==> src/rtl/mul_div_unit.sv <==
// -----------------------------------------------------------------------------
// mul_div_unit
//
// Iterative multiply/divide unit for the EX stage. It runs alongside the
// combinational ALU on the same two operands and writes a 2*WIDTH-bit result
// into HI/LO. While it works, busy_o stalls the pipeline through the hazard
// logic.
//
// Multiply uses shift-add and divide uses restoring shift-subtract. Both
// produce one bit per clock and share a single 2*WIDTH accumulator. Signed
// operations run on operand magnitudes, and the FIX state applies the sign
// correction afterwards.
//
// Ports:
//   clk_i       system clock, all state updates on the rising edge
//   rst_i       synchronous reset, active-low
//   start_i     request a new operation (sampled only in IDLE)
//   op_i        00 MULT, 01 MULTU, 10 DIV, 11 DIVU
//   src1_i      multiplicand / dividend
//   src2_i      multiplier / divisor
//   busy_o      high whenever the unit is not IDLE
//   done_o      one-cycle pulse when HI/LO hold a new result
//   hi_o        MUL: upper product, DIV: remainder
//   lo_o        MUL: lower product, DIV: quotient
//   div_zero_o  last completed op was a divide by zero
//
// Build option:
//   MULDIV_EARLY_EXIT_EN  when defined, a multiply leaves CALC as soon as no
//                         multiplier bits remain. The accumulator is then
//                         shifted into its final position in one step.
//                         Results are the same with or without this option.
// -----------------------------------------------------------------------------
module mul_div_unit #(
  parameter int WIDTH = 32,
  parameter int CNT_W = 6
) (
  input  logic             clk_i,
  input  logic             rst_i,
  input  logic             start_i,
  input  logic [1:0]       op_i,
  input  logic [WIDTH-1:0] src1_i,
  input  logic [WIDTH-1:0] src2_i,
  output logic             busy_o,
  output logic             done_o,
  output logic [WIDTH-1:0] hi_o,
  output logic [WIDTH-1:0] lo_o,
  output logic             div_zero_o
);

  typedef enum logic [1:0] {
    IDLE = 2'd0,
    CALC = 2'd1,
    FIX  = 2'd2,
    DONE = 2'd3
  } state_t;

  state_t state_q, state_nxt;

  logic [2*WIDTH-1:0] acc_q;
  logic [WIDTH-1:0]   opnd_q;
  logic [CNT_W-1:0]   cnt_q;
  logic               is_div_q;
  logic               neg_res_q;
  logic               neg_rem_q;
  logic               dz_q;
  logic [WIDTH-1:0]   hi_q;
  logic [WIDTH-1:0]   lo_q;
  logic               div_zero_q;

  // Operand decode at start time. op_i[0] low selects the signed variants.
  logic             start_signed;
  logic             src1_neg;
  logic             src2_neg;
  logic             start_dz;
  logic [WIDTH-1:0] src1_mag;
  logic [WIDTH-1:0] src2_mag;

  assign start_signed = ~op_i[0];
  assign src1_neg     = start_signed & src1_i[WIDTH-1];
  assign src2_neg     = start_signed & src2_i[WIDTH-1];
  assign src1_mag     = src1_neg ? (-src1_i) : src1_i;
  assign src2_mag     = src2_neg ? (-src2_i) : src2_i;
  assign start_dz     = op_i[1] & (src2_i == '0);

  // Multiply step. The low half of acc initially holds the multiplier. Each
  // step consumes bit 0 and shifts the partial product right into its place.
  logic [WIDTH:0]     mul_sum;
  logic [2*WIDTH-1:0] mul_acc_nxt;

  assign mul_sum     = {1'b0, acc_q[2*WIDTH-1:WIDTH]} + (acc_q[0] ? {1'b0, opnd_q} : '0);
  assign mul_acc_nxt = {mul_sum, acc_q[WIDTH-1:1]};

  // Divide step. acc holds {remainder, dividend/quotient}. The next dividend
  // bit is shifted into the remainder, and the divisor is subtracted when it
  // fits. A trial value below 2*divisor leaves a difference that fits in
  // WIDTH bits, so the subtraction is done at WIDTH bits.
  logic [WIDTH:0]     div_trial;
  logic               div_ge;
  logic [WIDTH-1:0]   div_sub;
  logic [WIDTH-1:0]   div_rem;
  logic [2*WIDTH-1:0] div_acc_nxt;

  assign div_trial   = {acc_q[2*WIDTH-1:WIDTH], acc_q[WIDTH-1]};
  assign div_ge      = div_trial >= {1'b0, opnd_q};
  assign div_sub     = div_trial[WIDTH-1:0] - opnd_q;
  assign div_rem     = div_ge ? div_sub : div_trial[WIDTH-1:0];
  assign div_acc_nxt = {div_rem, acc_q[WIDTH-2:0], div_ge};

  logic last_iter;
  logic exit_early;

  assign last_iter = (cnt_q == CNT_W'(WIDTH - 1));

`ifdef MULDIV_EARLY_EXIT_EN
  // mplr_q tracks the multiplier bits above the one consumed this cycle.
  // When they are all zero, the rest of the product is only a right shift.
  logic [WIDTH-2:0]   mplr_q;
  logic [CNT_W-1:0]   early_shamt;
  logic [2*WIDTH-1:0] early_acc;

  assign exit_early  = ~is_div_q & (mplr_q == '0);
  assign early_shamt = CNT_W'(WIDTH - 1) - cnt_q;
  assign early_acc   = mul_acc_nxt >> early_shamt;
`else
  assign exit_early = 1'b0;
`endif

  // Sign-corrected results written in FIX.
  logic [2*WIDTH-1:0] prod_fix;
  logic [WIDTH-1:0]   quo_fix;
  logic [WIDTH-1:0]   rem_fix;
  logic [WIDTH-1:0]   dz_hi;

  assign prod_fix = neg_res_q ? (-acc_q) : acc_q;
  assign quo_fix  = neg_res_q ? (-acc_q[WIDTH-1:0]) : acc_q[WIDTH-1:0];
  assign rem_fix  = neg_rem_q ? (-acc_q[2*WIDTH-1:WIDTH]) : acc_q[2*WIDTH-1:WIDTH];
  // The dividend magnitude and its sign are enough to rebuild the raw src1.
  assign dz_hi    = neg_rem_q ? (-acc_q[WIDTH-1:0]) : acc_q[WIDTH-1:0];

  always_ff @(posedge clk_i) begin
    if (!rst_i) begin
      state_q <= IDLE;
    end else begin
      state_q <= state_nxt;
    end
  end

  // A divide by zero leaves CALC after its first cycle and goes straight to
  // DONE, which skips both the iterations and FIX.
  always_comb begin
    state_nxt = state_q;
    busy_o    = 1'b1;
    done_o    = 1'b0;
    case (state_q)
      IDLE: begin
        busy_o = 1'b0;
        if (start_i) state_nxt = CALC;
      end
      CALC: begin
        if (dz_q)                         state_nxt = DONE;
        else if (last_iter || exit_early) state_nxt = FIX;
      end
      FIX: begin
        state_nxt = DONE;
      end
      DONE: begin
        done_o    = 1'b1;
        state_nxt = IDLE;
      end
      default: begin
        state_nxt = IDLE;
      end
    endcase
  end

  always_ff @(posedge clk_i) begin
    if (!rst_i) begin
      acc_q      <= '0;
      opnd_q     <= '0;
      cnt_q      <= '0;
      is_div_q   <= 1'b0;
      neg_res_q  <= 1'b0;
      neg_rem_q  <= 1'b0;
      dz_q       <= 1'b0;
      hi_q       <= '0;
      lo_q       <= '0;
      div_zero_q <= 1'b0;
`ifdef MULDIV_EARLY_EXIT_EN
      mplr_q     <= '0;
`endif
    end else begin
      case (state_q)
        IDLE: begin
          if (start_i) begin
            is_div_q   <= op_i[1];
            neg_res_q  <= src1_neg ^ src2_neg;
            neg_rem_q  <= src1_neg;
            dz_q       <= start_dz;
            div_zero_q <= 1'b0;
            cnt_q      <= '0;
            if (op_i[1]) begin
              acc_q  <= {{WIDTH{1'b0}}, src1_mag};
              opnd_q <= src2_mag;
            end else begin
              acc_q  <= {{WIDTH{1'b0}}, src2_mag};
              opnd_q <= src1_mag;
            end
`ifdef MULDIV_EARLY_EXIT_EN
            mplr_q <= src2_mag[WIDTH-1:1];
`endif
          end
        end
        CALC: begin
          if (dz_q) begin
            hi_q       <= dz_hi;
            lo_q       <= '1;
            div_zero_q <= 1'b1;
          end else begin
            cnt_q <= cnt_q + 1'b1;
            if (is_div_q) begin
              acc_q <= div_acc_nxt;
            end else begin
`ifdef MULDIV_EARLY_EXIT_EN
              acc_q  <= exit_early ? early_acc : mul_acc_nxt;
              mplr_q <= mplr_q >> 1;
`else
              acc_q <= mul_acc_nxt;
`endif
            end
          end
        end
        FIX: begin
          if (is_div_q) begin
            hi_q <= rem_fix;
            lo_q <= quo_fix;
          end else begin
            hi_q <= prod_fix[2*WIDTH-1:WIDTH];
            lo_q <= prod_fix[WIDTH-1:0];
          end
        end
        default: begin
        end
      endcase
    end
  end

  assign hi_o       = hi_q;
  assign lo_o       = lo_q;
  assign div_zero_o = div_zero_q;

endmodule

==> config.mk <==
export PLATFORM = sky130hd
export DESIGN_NAME = mul_div_unit
export DESIGN_NICKNAME = d
export VERILOG_FILES = /design/src/rtl/mul_div_unit.sv
export SDC_FILE = /design/constraint.sdc
export NUM_CORES = 1
export LEC_CHECK = 0
export CORE_ASPECT_RATIO = 1.4
export CORE_UTILIZATION = 35
export CTS_CLUSTER_SIZE = 16
export DETAILED_ROUTE_END_ITERATION = 10
export GPL_TIMING_DRIVEN = 0
export HOLD_SLACK_MARGIN = 0.15
export PLACE_DENSITY = 0.62
export SYNTH_ARGS = -nofsm -noshare
export SYNTH_HDL_FRONTEND = slang
export SYNTH_SLANG_ARGS = --single-unit
==> constraint.sdc <==
create_clock -name clk_i -period 6.66 [get_ports clk_i]
set_input_delay 0.666 -clock clk_i [delete_from_list [all_inputs] [get_ports clk_i]]
set_output_delay 0.666 -clock clk_i [all_outputs]
set_load 0.02 [all_outputs]
==> metrics <==
CTS H-tree lvls 4; hold buffer count at CTS 0; setup tns final 0 ps; Post CTS Setup Buffer Count 0; Syn Inst Count 2,044; Setup Skew 14.0 ps; worst hold path class register to register; status complete, no violations; first-iteration detailed-routing DRC count 1,305; mux share of post-synthesis cell area 5.03%; largest family of logic cells by synthesized area compound AO/OA/AOI/OAI gates; clk buf depth 2; Synth Area in XOR/XNOR 11.6%; drt pass-1 iters 6; first-pass GRT wire length 97,000 um; CP max stage cell o21ai_1; fraction of layout cells with a size suffix above 1 4.35%; synth-to-layout area growth 17.6%; slew margin rel. 23.2%; number of global-route vias before repair 15.9k; clk sink count 173; hpwl dp 53,000 um; synth warn 0; PwrDens 374 mW/mm2; Row Count 89; CP arrival 5090 ps; Final Hold Viols 0; simple logic cell fraction of the synthesized area 19.7%; critical path, cell by cell ha_1, clkbuf_1, a21oi_1, o21ai_0, or3_1, nor3_1, nor4_1, o21ai_1, nand2_1, buf_2, a21oi_1, o21ai_0; Via density 5.93; area fraction in compound gates after synthesis 28.2%; Via Count 16.3k; DR WL/cell 23.6 um; Detailed Route WL 65,100 um; final setup violation count 0; MaxCap Viol Count 0; grt total ovfl 0; synthesized flop and latch total 173; RePlAce Congestion 1.02; largest net degree at the start of global routing 20; die height 246 um; RSZ-0062 raised after global routing false; # resized after CTS 0; Synth async-reset ratio 0%; fin crit period 4760 ps; Die ar. 0.0434 mm2; Setup crit end kind register; Final Cycle Share 71.4%; Routed Antenna Nets 0; DRC viols 0; total power 6.55 mW; # IOs 136; Inserted Clock Buffers 17; Worst-Margin Slew 1140 ps; initial antenna violation count 0; Synth Flop Type dfxtp_1; Critical Path RT 6990 ps; number of buffers and inverters on the critical path 2; IO buf count 132; fmax 210 MHz; maximum vdd drop 0.217 mV; Syn Area/Cell 7.29 um2; core area 0.0421 mm2; die width 176 um; Post-Syn Area 0.0149 mm2; post-synth cell types 78; CTS tree done; Post-synth EDFFs 0; # nets final 2,340; leakage power 6.66 nW; Final Core Density 41.7%; Syn Nets 2,189; Synth Area in Adders 6.48%; Total Routing Usage GR 29.7%; clk_lat worst skew 470 ps; Worst Setup Start Kind register; CP top delay family simple AND/OR/NAND/NOR gates; clk root buf clkbuf_16; crit-path max cell delay 700 ps; CTS clk-pin slew, worst paths 80 ps; sequential element share of the synthesized area 23.2%; Starting Density 35.4%; CP Class register to register; final slew viol count 0; Worst Path Max Fanout 10
sequential cells by signal, indices dropped and copies added (netlist names), 2 cells and up:
signal	flops
hi_o	32
opnd_q	32
lo_o	32
acc_q	64
cnt_q	6
state_q	2
worst register-to-register path, delay by kind of cell, from the launching register on:
kind                     cells  cell delay [ps]
AND/OR/NAND/NOR              4             1620
flip-flops                   1              660
AO/OA/AOI/OAI                5             1490
adder cells (fa/ha/maj)      1              320
buffers and inverters        2              550
cell type report:
type	count	area (um2)
Multi-Input combinational cell	1653	10600
Tap cell	546	683
Clock inverter	15	196
Timing Repair Buffer	132	1320
Buffer	143	569
Antenna cell	1	2.50
Sequential cell	173	3460
Fill cell	4506	24600
Inverter	75	282
Clock buffer	17	425
power breakdown:
group | leakage, nW | internal (mW) | total (mW) | switching [mW]
clock network | 0.298 | 0.544 | 1.09 | 0.542
logic | 4.95 | 1.36 | 3.91 | 2.55
registers | 1.41 | 1.31 | 1.55 | 0.246
total | 6.66 | 3.21 | 6.55 | 3.34
routing by layer:
layer	part of all wire (%)	wire length, um	track usage, %
met1	38	25000	33.2
met2	49	32200	52.4
met3	5.0	3260	3.41
met5	0	0	0
met4	7.1	4590	19.9
Yosys cell counts (14+ instances only):
| library cell | instances | area, um2 |
|---|---|---|
| nand4_1 | 18 | 113 |
| o31ai_1 | 27 | 203 |
| o21ai_0 | 182 | 911 |
| clkbuf_1 | 124 | 465 |
| or3_1 | 21 | 131 |
| nand2b_1 | 14 | 87.6 |
| nor3_1 | 53 | 265 |
| a21oi_1 | 222 | 1110 |
| nor4_1 | 19 | 119 |
| mux2i_1 | 40 | 400 |
| a22oi_1 | 19 | 143 |
| a21o_1 | 38 | 285 |
| or4_1 | 15 | 113 |
| nor2_1 | 195 | 732 |
| o211ai_1 | 34 | 255 |
| nand3_1 | 35 | 175 |
| dfxtp_1 | 173 | 3460 |
| a211oi_1 | 52 | 390 |
| nand2_1 | 184 | 691 |
| xnor2_1 | 111 | 972 |
| ha_1 | 74 | 926 |
| inv_1 | 73 | 274 |
| mux2_2 | 31 | 349 |
| xor2_1 | 87 | 762 |
placed cells by master (no fill, tap or decap), drive strengths merged, types with 18 or more instances in the layout:
| master | instances |
|---|---|
| a211oi | 52 |
| a21o | 38 |
| a21oi | 223 |
| a22oi | 19 |
| buf | 19 |
| clkbuf | 141 |
| clkdlybuf4s50 | 132 |
| dfxtp | 173 |
| ha | 74 |
| inv | 80 |
| mux2 | 31 |
| mux2i | 40 |
| nand2 | 184 |
| nand3 | 35 |
| nand4 | 18 |
| nor2 | 196 |
| nor3 | 54 |
| nor4 | 20 |
| o211ai | 34 |
| o21ai | 188 |
| o31ai | 27 |
| or3 | 23 |
| xnor2 | 111 |
| xor2 | 87 |
stage by stage:
| step | cell area, um2 | hold slack (ps) | instances | worst slack, ps |
|---|---|---|---|---|
| finish | 17500 | 456 | 2755 | 1900 |
| floorplan | 14900 | 432 | 2044 | 3250 |
| global route | 17500 | 488 | 2754 | 1790 |
| CTS | 17500 | 459 | 2754 | 1980 |
| detailed placement | 16900 | 448 | 2722 | 2010 |
| global placement | 16900 | 442 | 2722 | 2070 |
path summary, 6_finish.rpt:
kind	from	end	slack, ps	cells past startpoint
min reg2reg	hi_o[26]$_SDFFE_PN0P_	hi_o[26]$_SDFFE_PN0P_	460	2
max reg2reg	acc_q[43]$_SDFFE_PN0P_	acc_q[38]$_SDFFE_PN0P_	1900	12
max	acc_q[43]$_SDFFE_PN0P_	acc_q[38]$_SDFFE_PN0P_	1900	12
min	hi_o[26]$_SDFFE_PN0P_	hi_o[26]$_SDFFE_PN0P_	460	2
kinds of logic after synthesis:
group,after synthesis
fa+ha+maj,76
compound gates,685
flops,173
simple gates,623
xor+xnor,198
mux,71
buf+inv,218
No activity file was read; power rests on OpenSTA's default activity.
